File: src/rtl/sdram_arb_pkg.sv
// Shared types and defaults for the two-port SDRAM arbiter.
package sdram_arb_pkg;

   localparam int AW_DEF           = 32'sd25;
   localparam int DW_DEF           = 32'sd8;
   localparam int TIMEOUT_DEF      = 32'sd255;
   localparam int WR_BURST_MAX_DEF = 32'sd4;

   // Width of the controller-stall watchdog counter.
   localparam int TMO_W = 32'sd8;

   typedef enum logic [1:0] {
      IDLE  = 2'd0,
      ISSUE = 2'd1,
      WAIT  = 2'd2
   } arb_state_e;

   typedef enum logic {
      GNT_WR = 1'b0,
      GNT_RD = 1'b1
   } arb_gnt_e;

   // Last watchdog count value before abort; the limit is clamped into the
   // range the counter can represent so a bad parameter cannot disable it.
   function automatic logic [TMO_W-1:0] tmo_last(input int limit);
      int clamped;
      if (limit < 32'sd1) begin
         clamped = 32'sd1;
      end else if (limit > ((32'sd1 <<< TMO_W) - 32'sd1)) begin
         clamped = (32'sd1 <<< TMO_W) - 32'sd1;
      end else begin
         clamped = limit;
      end
      return TMO_W'(clamped - 32'sd1);
   endfunction

endpackage

File: src/rtl/sdram_arb_slot.sv
// One-entry request buffer: captures a strobe into an empty slot (or into a
// slot being freed on the same edge), and flags strobes that hit a full slot.
module sdram_arb_slot
   import sdram_arb_pkg::*;
#(
   parameter int AW  = AW_DEF,
   parameter int DW  = DW_DEF,
   localparam int DWS = (DW > 32'sd0) ? DW : 32'sd1
) (
   input  logic           clk,
   input  logic           reset_n,
   input  logic           req,
   input  logic [AW-1:0]  req_addr,
   input  logic [DWS-1:0] req_data,
   input  logic           free,
   output logic           full,
   output logic [AW-1:0]  addr,
   output logic [DWS-1:0] data,
   output logic           overflow
);

   logic          accept_s;
   logic          full_d;
   logic          full_q;
   logic [AW-1:0] addr_d;
   logic [AW-1:0] addr_q;

   // Accept/drop decision and next slot contents.
   always_comb begin
      accept_s = req && (!full_q || free);
      overflow = req && full_q && !free;
      if (accept_s) begin
         full_d = 1'b1;
         addr_d = req_addr;
      end else if (free) begin
         full_d = 1'b0;
         addr_d = addr_q;
      end else begin
         full_d = full_q;
         addr_d = addr_q;
      end
   end

   // Slot occupancy and address storage.
   always_ff @(posedge clk or negedge reset_n) begin
      if (!reset_n) begin
         full_q <= 1'b0;
         addr_q <= '0;
      end else begin
         full_q <= full_d;
         addr_q <= addr_d;
      end
   end

   assign full = full_q;
   assign addr = addr_q;

   if (DW > 32'sd0) begin : g_data
      logic [DWS-1:0] data_d;
      logic [DWS-1:0] data_q;

      // Data follows the same capture rule as the address.
      always_comb begin
         if (accept_s) begin
            data_d = req_data;
         end else begin
            data_d = data_q;
         end
      end

      // Data storage.
      always_ff @(posedge clk or negedge reset_n) begin
         if (!reset_n) begin
            data_q <= '0;
         end else begin
            data_q <= data_d;
         end
      end

      assign data = data_q;
   end else begin : g_nodata
      // Address-only slot (read port): data input is ignored.
      logic unused_data_s;
      assign unused_data_s = ^req_data;
      assign data          = '0;
   end

endmodule

File: src/rtl/sdram_arbiter.sv
// Arbitrates the single SDRAM controller port between the ioctl download
// writer and the VFD artwork reader; one transaction in flight at a time,
// bounded write bursts while a read waits, and a watchdog on sd_ready.
module sdram_arbiter
   import sdram_arb_pkg::*;
#(
   parameter int AW           = AW_DEF,
   parameter int DW           = DW_DEF,
   parameter int TIMEOUT      = TIMEOUT_DEF,
   parameter int WR_BURST_MAX = WR_BURST_MAX_DEF
) (
   input  logic          clk,
   input  logic          reset_n,
   input  logic          wr_req,
   input  logic [AW-1:0] wr_addr,
   input  logic [DW-1:0] wr_data,
   output logic          wr_wait,
   input  logic          rd_req,
   input  logic [AW-1:0] rd_addr,
   output logic [DW-1:0] rd_data,
   output logic          rd_valid,
   output logic          rd_busy,
   output logic [AW-1:0] sd_addr,
   output logic [DW-1:0] sd_din,
   output logic          sd_rd,
   output logic          sd_we,
   input  logic [DW-1:0] sd_dout,
   input  logic          sd_ready,
   output logic          err_timeout,
   output logic          err_overflow,
   input  logic          err_clr
);

   localparam int SW = $clog2(WR_BURST_MAX + 32'sd1);
   localparam logic [SW-1:0]    STARVE_MAX = SW'(WR_BURST_MAX);
   localparam logic [TMO_W-1:0] TMO_LAST   = tmo_last(TIMEOUT);

   // Slot interface
   logic          wr_full_s;
   logic [AW-1:0] wr_slot_addr_s;
   logic [DW-1:0] wr_slot_data_s;
   logic          wr_ovf_s;
   logic          wr_free_s;
   logic          rd_full_s;
   logic [AW-1:0] rd_slot_addr_s;
   logic [0:0]    unused_rd_slot_data_s;
   logic          rd_ovf_s;
   logic          rd_free_s;

   // Transaction bookkeeping
   logic          done_s;
   logic          tmo_hit_s;

   arb_state_e       state_d,        state_q;
   arb_gnt_e         gnt_d,          gnt_q;
   logic [SW-1:0]    starve_d,       starve_q;
   logic [TMO_W-1:0] tmo_d,          tmo_q;
   logic [AW-1:0]    sd_addr_d,      sd_addr_q;
   logic [DW-1:0]    sd_din_d,       sd_din_q;
   logic             sd_rd_d,        sd_rd_q;
   logic             sd_we_d,        sd_we_q;
   logic [DW-1:0]    rd_data_d,      rd_data_q;
   logic             rd_valid_d,     rd_valid_q;
   logic             err_timeout_d,  err_timeout_q;
   logic             err_overflow_d, err_overflow_q;

   sdram_arb_slot #(
      .AW (AW),
      .DW (DW)
   ) u_wr_slot (
      .clk      (clk),
      .reset_n  (reset_n),
      .req      (wr_req),
      .req_addr (wr_addr),
      .req_data (wr_data),
      .free     (wr_free_s),
      .full     (wr_full_s),
      .addr     (wr_slot_addr_s),
      .data     (wr_slot_data_s),
      .overflow (wr_ovf_s)
   );

   sdram_arb_slot #(
      .AW (AW),
      .DW (32'sd0)
   ) u_rd_slot (
      .clk      (clk),
      .reset_n  (reset_n),
      .req      (rd_req),
      .req_addr (rd_addr),
      .req_data (1'b0),
      .free     (rd_free_s),
      .full     (rd_full_s),
      .addr     (rd_slot_addr_s),
      .data     (unused_rd_slot_data_s),
      .overflow (rd_ovf_s)
   );

   // The granted slot is released on the edge that ends the transaction.
   assign wr_free_s = done_s && (gnt_q == GNT_WR);
   assign rd_free_s = done_s && (gnt_q == GNT_RD);

   // Next-state logic: grant selection, strobe sequencing, watchdog, flags.
   always_comb begin
      state_d    = state_q;
      gnt_d      = gnt_q;
      starve_d   = starve_q;
      tmo_d      = tmo_q;
      sd_addr_d  = sd_addr_q;
      sd_din_d   = sd_din_q;
      sd_rd_d    = 1'b0;
      sd_we_d    = 1'b0;
      rd_data_d  = rd_data_q;
      rd_valid_d = 1'b0;
      done_s     = 1'b0;
      tmo_hit_s  = 1'b0;

      case (state_q)
         IDLE: begin
            if (wr_full_s && (!rd_full_s || (starve_q < STARVE_MAX))) begin
               gnt_d     = GNT_WR;
               sd_addr_d = wr_slot_addr_s;
               sd_din_d  = wr_slot_data_s;
               sd_we_d   = 1'b1;
               state_d   = ISSUE;
               // Only writes that overtake a waiting read count as starvation.
               if (rd_full_s) begin
                  if (starve_q < STARVE_MAX) begin
                     starve_d = starve_q + SW'(1);
                  end else begin
                     starve_d = starve_q;
                  end
               end else begin
                  starve_d = '0;
               end
            end else if (rd_full_s) begin
               gnt_d     = GNT_RD;
               sd_addr_d = rd_slot_addr_s;
               sd_rd_d   = 1'b1;
               starve_d  = '0;
               state_d   = ISSUE;
            end else begin
               state_d = IDLE;
            end
         end

         ISSUE: begin
            tmo_d   = '0;
            state_d = WAIT;
         end

         WAIT: begin
            if (sd_ready) begin
               done_s  = 1'b1;
               state_d = IDLE;
               case (gnt_q)
                  GNT_RD: begin
                     rd_data_d  = sd_dout;
                     rd_valid_d = 1'b1;
                  end
                  GNT_WR: begin
                     rd_data_d = rd_data_q;
                  end
                  default: begin
                     rd_data_d = rd_data_q;
                  end
               endcase
            end else if (tmo_q == TMO_LAST) begin
               // Controller stalled: abort and still answer a read so the
               // renderer is never left waiting.
               done_s    = 1'b1;
               tmo_hit_s = 1'b1;
               state_d   = IDLE;
               case (gnt_q)
                  GNT_RD: begin
                     rd_data_d  = '0;
                     rd_valid_d = 1'b1;
                  end
                  GNT_WR: begin
                     rd_data_d = rd_data_q;
                  end
                  default: begin
                     rd_data_d = rd_data_q;
                  end
               endcase
            end else begin
               tmo_d = tmo_q + TMO_W'(1);
            end
         end

         default: begin
            state_d = IDLE;
         end
      endcase

      // Sticky error flags; a new event outranks a simultaneous clear.
      if (tmo_hit_s) begin
         err_timeout_d = 1'b1;
      end else if (err_clr) begin
         err_timeout_d = 1'b0;
      end else begin
         err_timeout_d = err_timeout_q;
      end

      if (wr_ovf_s || rd_ovf_s) begin
         err_overflow_d = 1'b1;
      end else if (err_clr) begin
         err_overflow_d = 1'b0;
      end else begin
         err_overflow_d = err_overflow_q;
      end
   end

   // Arbiter FSM and all registered outputs.
   always_ff @(posedge clk or negedge reset_n) begin
      if (!reset_n) begin
         state_q        <= IDLE;
         gnt_q          <= GNT_WR;
         starve_q       <= '0;
         tmo_q          <= '0;
         sd_addr_q      <= '0;
         sd_din_q       <= '0;
         sd_rd_q        <= 1'b0;
         sd_we_q        <= 1'b0;
         rd_data_q      <= '0;
         rd_valid_q     <= 1'b0;
         err_timeout_q  <= 1'b0;
         err_overflow_q <= 1'b0;
      end else begin
         state_q        <= state_d;
         gnt_q          <= gnt_d;
         starve_q       <= starve_d;
         tmo_q          <= tmo_d;
         sd_addr_q      <= sd_addr_d;
         sd_din_q       <= sd_din_d;
         sd_rd_q        <= sd_rd_d;
         sd_we_q        <= sd_we_d;
         rd_data_q      <= rd_data_d;
         rd_valid_q     <= rd_valid_d;
         err_timeout_q  <= err_timeout_d;
         err_overflow_q <= err_overflow_d;
      end
   end

   assign wr_wait      = wr_full_s;
   assign rd_busy      = rd_full_s;
   assign rd_data      = rd_data_q;
   assign rd_valid     = rd_valid_q;
   assign sd_addr      = sd_addr_q;
   assign sd_din       = sd_din_q;
   assign sd_rd        = sd_rd_q;
   assign sd_we        = sd_we_q;
   assign err_timeout  = err_timeout_q;
   assign err_overflow = err_overflow_q;

endmodule

File: config.mk
export PLATFORM = sky130hd
export DESIGN_NAME = sdram_arbiter
export DESIGN_NICKNAME = d
export VERILOG_FILES = /design/src/rtl/sdram_arb_pkg.sv /design/src/rtl/sdram_arb_slot.sv /design/src/rtl/sdram_arbiter.sv
export SDC_FILE = /design/constraint.sdc
export NUM_CORES = 1
export LEC_CHECK = 0
export CORE_AREA = 10 10 104 125
export DETAILED_ROUTE_END_ITERATION = 16
export DIE_AREA = 0 0 114 135
export PLACE_DENSITY_LB_ADDON = 0.15
export SYNTH_ARGS = -nofsm -noshare
export SYNTH_HDL_FRONTEND = slang
export SYNTH_SLANG_ARGS = --single-unit
File: constraint.sdc
create_clock -name clk -period 2.05 [get_ports clk]
set_input_delay 0.205 -clock clk [delete_from_list [all_inputs] [get_ports clk]]
set_output_delay 0.205 -clock clk [all_outputs]
set_load 0.05 [all_outputs]
==> metrics <==
Core Util, Final=between 60% and 70%; mapped cell area=slightly above 5000 µm²; R2R cell count=7; Final Skew=0.00900 ns; Clock transition at path regs=roughly 0.05 ns; fin crit period=approximately 1.9 ns; Max VDD drop=slightly above 1000 µV; vias in the first global route=~3800; period utilisation layout=between 90% and 100%; Required @ worst endpoint=roughly 2.3 ns; post-synthesis cell count=379; grt total ovfl=0; Hold WC Path Type=input port to async pin; total power=12.9 mW; Slew HR=roughly 58%; met2 usage=a little over a quarter; Critical Path AT=between 2 and 2.5 ns; initial antenna violation count=0; first-pass GRT wire length=19900 µm; Avg WL per Cell=approximately 18 µm; drt total wl=roughly 12000 µm; r2r setup slk=~0.16 ns; die width=114 µm; core footprint=around 10000 µm²; worst-path cell chain=inv_1 -> ha_1 -> nand3_1 -> nor2_4 -> a41oi_4 -> buf_12 -> mux2_2; Total GRT Usage=16.4%; outcome=finished, final reports clean; Slew @ Worst Pin=0.636 ns; setup TNS=0 ns; sequential fraction of the synthesis area=around 58%; area delta synth->final=41.2%; Initial Util=around 50%; Pre-Repair DR Iteration Count=4; syn avg cell area=between 10 and 15 µm²; max cap viols=0; Cell variety after synth=37; Final setup viols=0; crit path capture type=flop; GR Util met3=6.52%; Worst-Skew Late Latency=between 0.4 and 0.5 ns; syn_nets=454; final hold violation count=0; vias per cell=5.17; via count=3411; slowest CP cell=dfrtp_1; ANT nets after route=0; CTS tree=built; commonest non-fill, non-tap cells in the layout=dfrtp_1, clkdlybuf4s50_1, mux2_4; #FFs+latches synth=between 100 and 150; clock sink total=120; RR Startpoint=tmo_q[0]; PortBufs=119; static leakage=3.52 nW; Die Y=about 140 µm; Max Freq=529 MHz; die area=between 15000 and 20000 µm²; HPWL after DPL=about 8600 µm; met1 usage=a little under 20%; crit path launch type=flop; final net count=between 500 and 600; Setup Fix Bufs, Post-CTS=0; Clock Path Buffers=2; Largest stage delay, worst path=around 0.42 ns; Fillers=between 700 and 800; grt peak-use layer=met2; most common cell after layout, fill and taps aside=dfrtp_1; DR iter-0 viols=139; critical path fanouts, max=19; Final Max Slew Viols=0; WS Path Type=flop to flop; H-tree levels=4; yosys warns=0; share of layout cells above drive strength 1=roughly a quarter; GPL Wtd Cong=0.799; largest net degree at the start of global routing=48; RR Endpoint=u_wr_slot.data[1]; TritonCTS Buffers=17; root buf cell=clkbuf_16; unrepaired setup endpoints after global routing=false; crit path from=tmo_q[0]; Power Dens Cells=about 1800 nW/µm²; DRC=0; row count=41; CP Buf/Inv Count=2; CP delay by family, top=flip-flops; # diodes=0; I/O pin cnt=120
## power by group
part | switching (mW) | leakage, nW | internal (mW)
Combinational | 3.01 | 1.71 | 2.45
Clock | 1.01 | 0.333 | 2.35
Sequential | 0.658 | 1.47 | 3.48
## stage by stage
stage / hold slack [ns] / worst slack, ns / instances / area (µm²)
5_1_grt: 0.387 / 0.0498 / 660 / 7320
4_1_cts: 0.366 / 0.0185 / 660 / 7310
3_5_place_dp: 0.270 / 0.136 / 627 / 6630
6_report: 0.361 / 0.161 / 660 / 7320
3_3_place_gp: 0.262 / 0.166 / 627 / 6630
2_1_floorplan: -0.0906 / 0.242 / 379 / 5180
## layer usage
layer  part of all wire, %  routed length, µm  up-vias
met1                    43               5130     1689
met2                    50               5980       95
met3                   5.8                694       13
li1                      -                  -     1614
met5                     0                  0        -
met4                   1.1                137        0
## what timing repair did
| action | 4_1_cts | 5_1_grt |
|---|---|---|
| endpoints found under the hold margin | 42 | 0 |
| resized for setup | 0 | 2 |
| hold buffers | 1 | 0 |
| setup endpoints to repair | 0 | 2 |
## how the worst max path moves through the flow
stage	to	slack (ns)	cells after the start
after floorplan	u_wr_slot.addr[0]	0.24	4
after detailed placement	u_wr_slot.data[2]	0.14	6
after global placement	u_wr_slot.data[2]	0.17	6
after global routing	u_wr_slot.data[1]	0.05	7
after CTS	wr_wait	0.02	1
final	u_wr_slot.data[1]	0.16	7
## flip-flops by register name, summed over array words and instances (netlist names)
name and cells:
sd_din 8, u_wr_slot.addr 25, state_q 2, sd_rd 1, gnt_q 1, u_wr_slot.full 1, rd_data 8, sd_we 1
u_rd_slot.addr 25, u_wr_slot.data 8, err_timeout 1, err_overflow 1, u_rd_slot.full 1, sd_addr 25, tmo_q 8, starve_q 3
rd_valid 1
## cell families after synthesis
family          synth area share, %
mux                            24.2
buf+inv                        2.99
simple gates                   7.53
flops                          57.9
fa+ha+maj                     0.724
compound gates                 6.64
## worst reg2reg max path, stage by stage, from the launching register on
cell and delay, ns:
dfrtp_1 0.42, inv_1 0.06, ha_1 0.21, nand3_1 0.14, nor2_4 0.07, a41oi_4 0.28
buf_12 0.23, mux2_2 0.36
## cell type report
cell class,instances,area [µm²],area share [%]
Sequential cell,120,3000,41.0
Multi-Input combinational cell,233,2050,28.0
Timing Repair Buffer,138,1400,19.1
Clock buffer,25,515,7.04
Tap cell,129,161,2.21
Clock inverter,7,160,2.19
Inverter,8,30.0,0.410
## synth_stat cells
cell type  count  area [µm²]
a21boi_0       1        7.51
a21boi_1       1        7.51
a21oi_1        2        10.0
a22o_1         3        26.3
a41oi_4        2        55.1
and3_1         1        6.26
and4_1         1        8.76
buf_1          1        3.75
buf_2          1        5.00
buf_4          3        22.5
buf_6          6        67.6
clkbuf_1       7        26.3
dfrtp_1      120        3000
ha_1           3        37.5
inv_1          8        30.0
mux2_2        17         191
mux2_4        50         751
mux2i_1       31         310
nand2_1       49         184
nand2b_1       3        18.8
nand3_1        5        25.0
nand4_1       10        62.6
nand4_2        1        12.5
nand4b_1       1        8.76
nor2_1         3        11.3
nor2_4         1        11.3
nor2b_2        1        8.76
nor3_1         1        5.00
nor3b_1        2        15.0
nor4_2         1        12.5
o21ai_0       36         180
o21ai_1        2        10.0
o221ai_1       1        8.76
o22ai_1        1        6.26
o311ai_0       1        8.76
o31ai_1        1        7.51
o32ai_2        1        16.3
Power figures use the tool's default switching activity.
